`config.mk`:
```
export PLATFORM = sky130hd
export DESIGN_NAME = tile_bus_arb
export DESIGN_NICKNAME = d
export VERILOG_FILES = /design/src/rtl/tile_bus_arb.sv
export SDC_FILE = /design/constraint.sdc
export NUM_CORES = 1
export LEC_CHECK = 0
export ABC_CLOCK_PERIOD_IN_PS = 2400
export CAP_MARGIN = 10
export CORE_AREA = 2 2 131 133
export CTS_CLUSTER_DIAMETER = 50
export DETAILED_ROUTE_END_ITERATION = 12
export DIE_AREA = 0 0 133 135
export PLACE_DENSITY_LB_ADDON = 0.08
export REMOVE_ABC_BUFFERS = 1
export SLEW_MARGIN = 30
export SYNTH_ARGS = -nofsm -noshare
export SYNTH_HDL_FRONTEND = slang
export SYNTH_SLANG_ARGS = --single-unit
```
`constraint.sdc`:
```
create_clock -name clk -period 2.4 [get_ports clk]
set_clock_uncertainty 0.1 [all_clocks]
set_input_delay 0.48 -clock clk [delete_from_list [all_inputs] [get_ports clk]]
set_output_delay 0.48 -clock clk [all_outputs]
set_load 0.02 [all_outputs]
```
`src/rtl/tile_bus_arb.sv`:
```
// tile_bus_arb: arbiter and 16-word burst sequencer for the external memory bus.
// Optional TILEARB_RR_EN selects round-robin tie-break; default is fixed D priority.
module tile_bus_arb #(
  parameter int BURST_LEN  = 16,
  parameter int TILE_SHIFT = 6
) (
  input  logic                         clk,
  input  logic                         reset,
  input  logic                         iReq,
  input  logic [47:0]                  iAddr,
  output logic                         iDone,
  input  logic                         dReq,
  input  logic                         dWb,
  input  logic [47:0]                  dWbAddr,
  input  logic [47:0]                  dLdAddr,
  input  logic [31:0]                  dWrData,
  output logic                         dDone,
  output logic [$clog2(BURST_LEN)-1:0] wIdx,
  output logic                         wStb,
  output logic                         wIsI,
  output logic [31:0]                  rdData,
  output logic [47:0]                  extAddr,
  output logic [31:0]                  extDataOut,
  input  logic [31:0]                  extDataIn,
  output logic                         extOE,
  output logic                         extWR,
  output logic                         extHold,
  input  logic                         extNotReady
);

  localparam int IW = $clog2(BURST_LEN);
  localparam logic [IW-1:0] LAST = IW'(BURST_LEN - 1);
  localparam logic [47:0] MASK = ~((48'd1 << TILE_SHIFT) - 48'd1);

  typedef enum logic [1:0] {
    S_IDLE,
    S_ADDR,
    S_XFER,
    S_DONE
  } state_t;

  state_t          r_state;
  state_t          w_nstate;

  logic [47:0]     r_base;
  logic [47:0]     r_ld;
  logic            r_gntI;
  logic            r_st;
  logic [IW-1:0]   r_wIdx;
  logic            r_oe;
  logic            r_wr;
  logic            r_iDone;
  logic            r_dDone;

  logic [47:0]     w_base;
  logic [47:0]     w_ld;
  logic            w_gntI;
  logic            w_st;
  logic [IW-1:0]   w_wIdx;
  logic            w_oe;
  logic            w_wr;
  logic            w_iDone;
  logic            w_dDone;

  logic            w_go;
  logic            w_tieI;
  logic            w_pickI;
  logic            w_grantSt;
  logic            w_lastWord;

`ifdef TILEARB_RR_EN
  logic            r_lastI;

  // round-robin pointer: remembers who was served last, updated in DONE
  always_ff @(posedge clk or negedge reset) begin
    if (!reset) begin
      r_lastI <= 1'b1;
    end else if (r_state == S_DONE) begin
      r_lastI <= r_gntI;
    end
  end

  assign w_tieI = ~r_lastI;
`else
  assign w_tieI = 1'b0;
`endif

  assign w_go       = iReq | dReq;
  assign w_pickI    = iReq & (~dReq | w_tieI);
  assign w_grantSt  = ~w_pickI & dWb;
  assign w_lastWord = ~extNotReady & (r_wIdx == LAST);

  // state register
  always_ff @(posedge clk or negedge reset) begin
    if (!reset) begin
      r_state <= S_IDLE;
    end else begin
      r_state <= w_nstate;
    end
  end

  // next-state logic
  always_comb begin
    w_nstate = r_state;
    unique case (r_state)
      S_IDLE: if (w_go) w_nstate = S_ADDR;
      S_ADDR: w_nstate = S_XFER;
      S_XFER: begin
        if (w_lastWord) begin
          w_nstate = r_st ? S_ADDR : S_DONE;
        end
      end
      S_DONE: w_nstate = S_IDLE;
      default: w_nstate = S_IDLE;
    endcase
  end

  // next values of the registered outputs and transaction latches
  always_comb begin
    w_base  = r_base;
    w_ld    = r_ld;
    w_gntI  = r_gntI;
    w_st    = r_st;
    w_wIdx  = r_wIdx;
    w_oe    = r_oe;
    w_wr    = r_wr;
    w_iDone = 1'b0;
    w_dDone = 1'b0;
    unique case (r_state)
      S_IDLE: begin
        if (w_go) begin
          w_gntI = w_pickI;
          w_st   = w_grantSt;
          w_ld   = dLdAddr & MASK;
          w_wIdx = '0;
          w_oe   = ~w_grantSt;
          w_wr   = w_grantSt;
          if (w_pickI) begin
            w_base = iAddr & MASK;
          end else if (dWb) begin
            w_base = dWbAddr & MASK;
          end else begin
            w_base = dLdAddr & MASK;
          end
        end
      end
      S_ADDR: begin
        w_wIdx = '0;
      end
      S_XFER: begin
        if (w_lastWord) begin
          if (r_st) begin
            w_st   = 1'b0;
            w_base = r_ld;
            w_wIdx = '0;
            w_wr   = 1'b0;
            w_oe   = 1'b1;
          end else begin
            w_oe    = 1'b0;
            w_wr    = 1'b0;
            w_iDone = r_gntI;
            w_dDone = ~r_gntI;
          end
        end else if (!extNotReady) begin
          w_wIdx = r_wIdx + 1'b1;
        end
      end
      S_DONE: begin
        w_wIdx = '0;
        w_oe   = 1'b0;
        w_wr   = 1'b0;
      end
      default: begin
        w_oe = 1'b0;
        w_wr = 1'b0;
      end
    endcase
  end

  // output and latch registers; reset drops any burst in flight
  always_ff @(posedge clk or negedge reset) begin
    if (!reset) begin
      r_base  <= '0;
      r_ld    <= '0;
      r_gntI  <= 1'b0;
      r_st    <= 1'b0;
      r_wIdx  <= '0;
      r_oe    <= 1'b0;
      r_wr    <= 1'b0;
      r_iDone <= 1'b0;
      r_dDone <= 1'b0;
    end else begin
      r_base  <= w_base;
      r_ld    <= w_ld;
      r_gntI  <= w_gntI;
      r_st    <= w_st;
      r_wIdx  <= w_wIdx;
      r_oe    <= w_oe;
      r_wr    <= w_wr;
      r_iDone <= w_iDone;
      r_dDone <= w_dDone;
    end
  end

  assign wIdx       = r_wIdx;
  assign wStb       = (r_state == S_XFER) & ~extNotReady;
  assign wIsI       = r_gntI;
  assign extOE      = r_oe;
  assign extWR      = r_wr;
  assign extHold    = (r_state != S_IDLE);
  assign iDone      = r_iDone;
  assign dDone      = r_dDone;
  assign extAddr    = r_base | {{(48-IW-2){1'b0}}, r_wIdx, 2'b00};
  assign rdData     = r_oe ? extDataIn : 32'd0;
  assign extDataOut = r_wr ? dWrData : 32'd0;

endmodule
```
# Word-level counts from Yosys, hierarchy flattened
# Cells that the tools add are included.
# W data, S select, Z words.
# totals
register_bits	102
word_cells	73
# op_classes
n_addsub	1
eq_ne	9
n_mux	31
bitwise	11
n_reduce_logical	11
# ops
cell	count
$mux W48	5
$pmux W48 S2	1
$mux W32	2
$or A48 B6 Y48	1
$mux W4	4
$pmux W4 S3	1
$mux W1	11
$reduce_and A3 Y1	3
$pmux W2 S4	1
$mux W2	3
$ne A2 B2 Y1 const B	3
$ne A3 B3 Y1 const B	2
$pmux W1 S3	2
$not A1 Y1	5
$add A4 B1 Y4 const B	1
$and A1 B1 Y1	4
$eq A2 B2 Y1 const B	2
$eq A4 B4 Y1 const B	1
$reduce_and A2 Y1	2
$reduce_and A4 Y1	1
$reduce_bool A2 Y1	2
$reduce_bool A3 Y1	1
$eq A2 B1 Y1 const B	1
$logic_not A2 Y1	1
other kinds (3)	3

# Longest topological paths before layout
# Gate-level depths: netlist of run 1.
# logic_depth
depth_word	7
ltp_mapped	8
ltp_nobuf	5

# Worst setup path before layout of run 1
# No wires, ideal clock.
# synth_timing
path_type	register to register
startpoint	register r_wIdx[0] (netlist: wIdx[0])
endpoint	register r_base[10]
setup_time_ns	0.130
arrival_ns	1.677
t_required_ns	2.170
path_slack_ns	0.493
stages_incl_launch_ff	7
path_buffers	2
period_less_slack_ns	1.907
path_cell_list	dfrtp_1 ha_1 nand4b_2 o32ai_4 buf_6 buf_2 a31oi_1
# synth_via
elab_chain_cells	4
# synth_lines
element	line_no	text
from (decl)	49	logic [IW-1:0] r_wIdx;
from (signal assigned)	197	r_wIdx <= w_wIdx;
$eq A4 B4 Y1	91	assign w_lastWord = ~extNotReady & (r_wIdx == LAST);
$and A1 B1 Y1	91	
$ne A2 B2 Y1 (no line)	--	
$reduce_and A4 Y1 (no line)	--	
to (signal assigned)	193	r_base <= w_base;
to (decl)	45	logic [47:0] r_base;
# No other way between the ends.
# A chain may end at the register's enable or synchronous reset.

# Worst setup path after layout of run 1
# layout_timing
startpoint	register r_oe (netlist: extOE)
endpoint	output rdData[26]
# layout_via
elab_chain_cells	1
# layout_lines
element	line_no	text
from (decl)	50	logic r_oe;
from (signal assigned)	198	r_oe <= w_oe;
$mux W32	214	assign rdData = r_oe ? extDataIn : 32'd0;
to (decl)	21	output logic [31:0] rdData,
# No other way between the ends.

==> results of run 1 <==
## cell usage after synthesis
library cell,n
a211oi_1,1
a21oi_1,5
a221oi_1,1
a31oi_1,45
and2_1,66
and4b_1,1
buf_1,1
buf_2,14
buf_4,6
buf_6,8
clkbuf_1,20
conb_1,1
dfrtp_1,96
ha_1,1
inv_1,4
inv_2,1
mux2_2,42
mux2i_1,44
nand2_1,90
nand2b_1,2
nand3_1,1
nand4_1,2
nand4b_2,1
nor2_1,45
nor2_2,1
nor3_1,2
nor4_1,1
o211ai_1,43
o21a_1,1
o21ai_0,7
o21ai_2,1
o32ai_4,1
## layout make-up
| class | instances | area [um2] | area share [%] |
|---|---|---|---|
| Inverter | 5 | 18.8 | 0.207 |
| Multi-Input combinational cell | 406 | 2680 | 29.5 |
| Tap cell | 220 | 275 | 3.03 |
| Clock inverter | 3 | 40.0 | 0.441 |
| Sequential cell | 96 | 2400 | 26.5 |
| Clock buffer | 13 | 260 | 2.87 |
| Timing Repair Buffer | 334 | 3400 | 37.4 |
| Antenna cell | 1 | 2.50 | 0.0276 |
## worst max-delay path: stages (launching register included)
cell and delay [ns]:
dfrtp_1 0.32, buf_4 0.25, and2_1 0.17, clkdlybuf4s50_1 0.65
## stage by stage
stage	worst slack, ns	total power, mW
after floorplan	-0.957	5.68
after global placement	0.120	8.23
after global routing	0.000365	10.3
final	0.0851	9.69
after detailed placement	0.104	8.35
after CTS	0.0235	9.83
## power breakdown
| group | switching (mW) | internal (mW) | total, mW |
|---|---|---|---|
| Combinational | 2.74 | 2.64 | 5.38 |
| Clock | 0.591 | 0.862 | 1.45 |
| Sequential | 0.446 | 2.41 | 2.86 |
## what timing repair did
action                                 in CTS  in global routing
hold buffers                                1                  0
endpoints found under the hold margin      23                  0
setup endpoints to repair                   0                 30
gates resized for setup                     0                  2
## cells by family after synthesis
logic type | Yosys count
flip-flops | 96
AO/OA/AOI/OAI | 105
other | 1
buffers and inverters | 54
multiplexers | 86
AND/OR/NAND/NOR | 212
adder cells (fa/ha/maj) | 1
## registers in the layout, summed over array words and instances (netlist names)
register and count:
r_ld 42, dDone 1, r_st 1, wIsI 1, extOE 1, iDone 1
extWR 1, r_state 2, wIdx 4, r_base 42
## worst max-delay path by stage
stage	cells past startpoint	slack (ns)	endpoint	from
after global routing	3	0.0004	rdData[26]	extOE
after CTS	3	0.02	extDataOut[3]	extWR
after floorplan	3	-0.96	r_base[10]	r_state[0]
after global placement	3	0.12	rdData[6]	extDataIn[6]
after detailed placement	6	0.10	r_base[27]	extNotReady
final	3	0.09	rdData[26]	extOE
## routing by layer
metal / wire length [um] / share of wire [%] / track usage [%]
met5: 0 / 0 / 0
met1: 7550 / 42 / 24.5
met3: 1230 / 6.9 / 4.50
met4: 263 / 1.5 / 4.96
met2: 8890 / 50 / 34.2
==> flow_metrics.py, run 1 <==
metrics = {
    "outcome": {
        "outcome": "finished clean",
    },
    "timing": {
        "drv_slew": 0,
        "setup_viol": 0,
        "fin_crit_ns": 2.31,
        "hold_slack_ns": 0.406,
        "tns_ns": 0,
        "timing.final.hold_violations": 0,
        "period_share_pct": 96.5,
        "rsz0062_at_grt": "false",
        "fmax_mhz": 432,
    },
    "hold_path": {
        "hold_path_class": "reg -> reg",
        "hold_depth": 1,
        "whs_endpoint": "dDone",
        "min_from": "wIsI",
    },
    "setup_path": {
        "critPathCaptureType": "output port",
        "crit_arrival_ns": 1.73,
        "r2r_cells": 6,
        "r2r_start": "wIdx[0]",
        "worst-r2r-setup-slack_ns": 0.48,
        "r2r_end": "r_base[21]",
        "start_kind": "flip-flop",
        "required_ns": 1.82,
        "critPathKind": "reg -> out",
        "path_max_fanout": 34,
    },
    "layout": {
        "instances_no_fill": 1078,
        "most-common-layout-cells": "clkdlybuf4s50_1, dfrtp_1, nand2_1",
        "layout.nets": 1067,
        "final_common_cell": "clkdlybuf4s50_1",
        "fillers": 1448,
        "final_area_um2": 9070,
        "drive_gt1_share_pct": 9.68,
        "post-route-util_pct": 55.3,
        "areaGrowthSynthToFinish_pct": 69.4,
    },
    "place": {
        "post-dp-hpwl_mm": 13.6,
        "io_buffers": 316,
        "place_area_um2": 8750,
        "gp_congestion": 0.839,
        "dp_cells": 1060,
    },
    "logic_synthesis": {
        "synthMuxAreaShare_pct": 17.1,
        "synth_top_area_cell": "dfrtp_1",
        "synthCells": 555,
        "synth_top_area_share_pct": 44.8,
        "synth.distinct_cells": 32,
        "synth_top_family_by_area": "simple AND/OR/NAND/NOR gates",
        "yosysWarnings": 0,
        "ys_seq_area_share_pct": 44.8,
        "synth_xor_area_share_pct": 0,
        "yosys.area_share.simple_pct": 18.6,
        "ys_ff_latch": 96,
        "synth_compound_area_share_pct": 13.5,
        "syn_area_um2": 5360,
        "syn_avg_cell_area_um2": 9.65,
        "synth.area.top_cells": "dfrtp_1, mux2_2, mux2i_1",
        "synthAdderAreaFrac_pct": 0.234,
    },
    "clock_tree": {
        "cts_tree": "done",
        "root_buffer": "clkbuf_16",
        "clk_pin_slew_ns": 0.06,
        "postCtsSetupRepairBufs": 0,
        "cts.path.max_buffers": 2,
        "clock_latency_ns": 0.34,
        "cts_sinks": 96,
        "htreeDepth": 3,
        "cts_made_buffers": 9,
    },
    "floorplanning": {
        "start_util_pct": 32.6,
        "std_cell_rows": 47,
        "io_pins": 337,
        "die_w_um": 133,
        "core_um2": 16400,
        "die_height_um": 135,
        "dieArea_um2": 18000,
    },
    "job": {
        "maxCapViolCount": 0,
    },
    "global_route": {
        "grt_pass1_wl_mm": 27.9,
        "grt_pass1_vias": 5037,
        "grt_use_total_pct": 19.6,
        "antenna_found_initial": 1,
        "grt_max_degree": 55,
        "grt_overflow_total": 0,
    },
    "power": {
        "vdd_drop_max_v": 0.000485,
        "leakagePower_nw": 3.72,
        "powerDensity_nw_per_um2": 1070,
    },
    "route": {
        "wl_per_cell_um": 16.6,
        "vias_per_cell": 4.85,
        "drtIter0Drc": 154,
        "drtAntennaViolNets": 0,
        "drc": 0,
        "drt_first_pass_iters": 5,
        "dr_total_vias": 5233,
        "drt-total-wl_mm": 17.9,
    },
}
Power figures use the tool's default switching activity.
==> run 2: changes to the inputs <==
Settings changed: CTS_CLUSTER_DIAMETER 50 to not set.
==> results of run 2 <==
Same layout as run 1: the final DEF is identical, and so are final timing and power.
==> RTL edit: new RTL, flow settings as in run 2 <==
Encoding of `state_t`: now one-hot (4 bits for 4 states).
--- a/src/rtl/tile_bus_arb.sv
+++ b/src/rtl/tile_bus_arb.sv
@@ -34,7 +34,7 @@
 
-  typedef enum logic [1:0] {
-    S_IDLE,
-    S_ADDR,
-    S_XFER,
-    S_DONE
+  typedef enum logic [3:0] {
+    S_IDLE = 4'b0001,
+    S_ADDR = 4'b0010,
+    S_XFER = 4'b0100,
+    S_DONE = 4'b1000
   } state_t;
Behaviour: no difference found for any inputs over 4 cycles, from zero or initial values and one cycle with reset low; so few cycles prove little.
==> RTL edit against run 2 <==
- the run now ends with hold timing left
- area after synthesis grew 6.6%
- routed wire length shrank 1.4%
- critical path type unchanged
- final area grew 4.3%
- count of clock-buffer cells in the layout shrank 2
- power shrank 5.8%
- via count shrank 4.8%
- sequential cell count grew 2
- setup slack lost 0.0064 ns
- synthesized cell count shrank 7.2%
- sequential share of layout area shrank 0.49 points
==> RTL edit: results (changes against run 2) <==
- The gate count of the mapped netlist is 515 (-7.2%).
- The post-placement cell area came to 0.00917 sq mm (+4.8%).
- The final count of hold timing violations came to 2 (+2).
- The footprint of the flip-flops and latches is 0.00246 sq mm (+2.3%).
- The number of detailed-routing iterations run before antenna repair is 4 (-1).
- The count of plain and timing-repair buffers in the layout is 336 (+0.60%).
- The slowest stage cell on the critical path is sky130_fd_sc_hd__dfstp_2.
- The power share of the combinational group is 52.7% (-2.8 points).
- The worst slack at placement was -0.0626 ns (-0.166 ns).
- The detailed placement HPWL is 13.6 mm (+0.22%).
- The maximum number of pins on one net before global-route repair is 54 (-1.8%).
- The post-synthesis sequential area ratio is 43.0% (-1.9 points).
- The flow ran to the end, but the final reports show violations.
- In the post-synthesis netlist, the biggest area contributors are sky130_fd_sc_hd__dfrtp_1 42%, sky130_fd_sc_hd__mux2_2 18%, sky130_fd_sc_hd__mux2_1 7.7%.
- The routed metal-1 wirelength is 6.77 mm (-10%).
- The reported combinational group power is 0.00481 W (-11%).
- The flip-flop and latch count after synthesis is 98 (+2.1%).
- The first-pass GRT wire length is 27.0 mm (-3.0%).
- The leakage power total is 3.93 nW (+5.7%).
- The switching power total is 0.00332 W (-12%).
- The non-filler instance count after layout is 1046 (-3.0%).
- The critical path's top delay family is flip-flops.
- The iteration-0 DRC count of the detailed router is 117 (-24%).
- The multi-input logic cell count is 371 (-8.6%).
- The total of max-cap violations is 0 (unchanged).
- The non-clock buffering overhead in the final layout came to 36.0% (-1.4 points).
- The routed wire length on met3 came to 1.26 mm (+2.4%).
- Sorting the synthesized cells by how often they occur yields 97 x sky130_fd_sc_hd__dfrtp_1, 89 x sky130_fd_sc_hd__mux2_2, 65 x sky130_fd_sc_hd__and2_1.
- The final-layout clock buffer total is 11 (-2).
- The worst stage delay on the critical path is 0.63 ns (-0.02 ns).
- The via-per-instance ratio came to 4.76 (-1.9%).
- The number of antenna diodes came to 0 (-1).
- The largest fanout on the critical path was 9 (-74%).
- The share of the core filled with cells is 57.7% (+2.4 points).
- The via count of the first global-routing pass is 5141 (+2.1%).
- The routed length on met2 came to 9.03 mm (+1.6%).
- The routability congestion estimate from global placement is 0.809 (-3.6%).
- The number of antenna violations at the first check in global routing is 0 (-1).
- The clock-cell share of area is 2.96% (-0.35 points).
- The final-layout worst hold slack is -0.00420 ns (-0.410 ns).
- The wire length per cell after detailed routing is 16.9 microns (+1.6%).
- The global router's overall resource usage is 19.4% (-0.17 points).
- The checks that failed: hold timing.
- The multi-input logic area is 0.00302 sq mm (+13%).
- The fraction of layout cells with a size suffix above 1 was 16.5% (+6.8 points).
- The path class of the tightest hold or removal check is input port to asynchronous set/reset pin.
- The number of fillers in the final layout was 1358 (-6.2%).
-- RTL edit: cell count changes after synthesis, sizes merged, moves of 2 or more --
cell    change
nand3       +3
mux2       +86
nor4b       +3
nand2      -43
buf         -6
nor2b       +3
o211ai     -41
a21o        +2
nor3        +2
nor2       -40
o21ai      +37
a31oi      -45
-- RTL edit: layer usage --
layer,vias up,global-route usage (%)
met5,-,0
met4,0,9.32
met3,34,5.26
met2,195,35.1
met1,2352,21.0
li1,2402,-
-- RTL edit: worst register-to-register path: stages (launching register included) --
cell and delay [ns]:
sky130_fd_sc_hd__dfstp_2 0.63, sky130_fd_sc_hd__nor4b_4 0.25, sky130_fd_sc_hd__inv_1 0.15, sky130_fd_sc_hd__buf_4 0.18
sky130_fd_sc_hd__a21oi_4 0.19, sky130_fd_sc_hd__buf_12 0.24, sky130_fd_sc_hd__mux2_1 0.37
-- RTL edit: repair_timing --
action	in CTS	in global routing
gates resized for setup	4	4
endpoints found under the setup margin	35	3
cloned	0	0
hold buffers	0	0
-- RTL edit: logic make-up after synthesis --
kind of cell,synth area share (%)
AO/OA/AOI/OAI,5.89
XOR/XNOR,0.153
adder cells (fa/ha/maj),0.219
buffers and inverters,4.40
flip-flops,43.0
multiplexers,32.8
other,0.0657
AND/OR/NAND/NOR,13.5
-- RTL edit: final timing paths --
path / cells after the start / slack (ns) / end
setup / recovery: 3 / 0.08 / extHold
hold / removal: 1 / -0.004 / r_base[27]
setup reg to reg: 6 / 0.17 / r_base[9]
hold reg to reg: 1 / 0.38 / r_base[31]
max in group asynchronous: 2 / 1.56 / r_ld[17]
min in group clk: 1 / 0.38 / r_base[31]
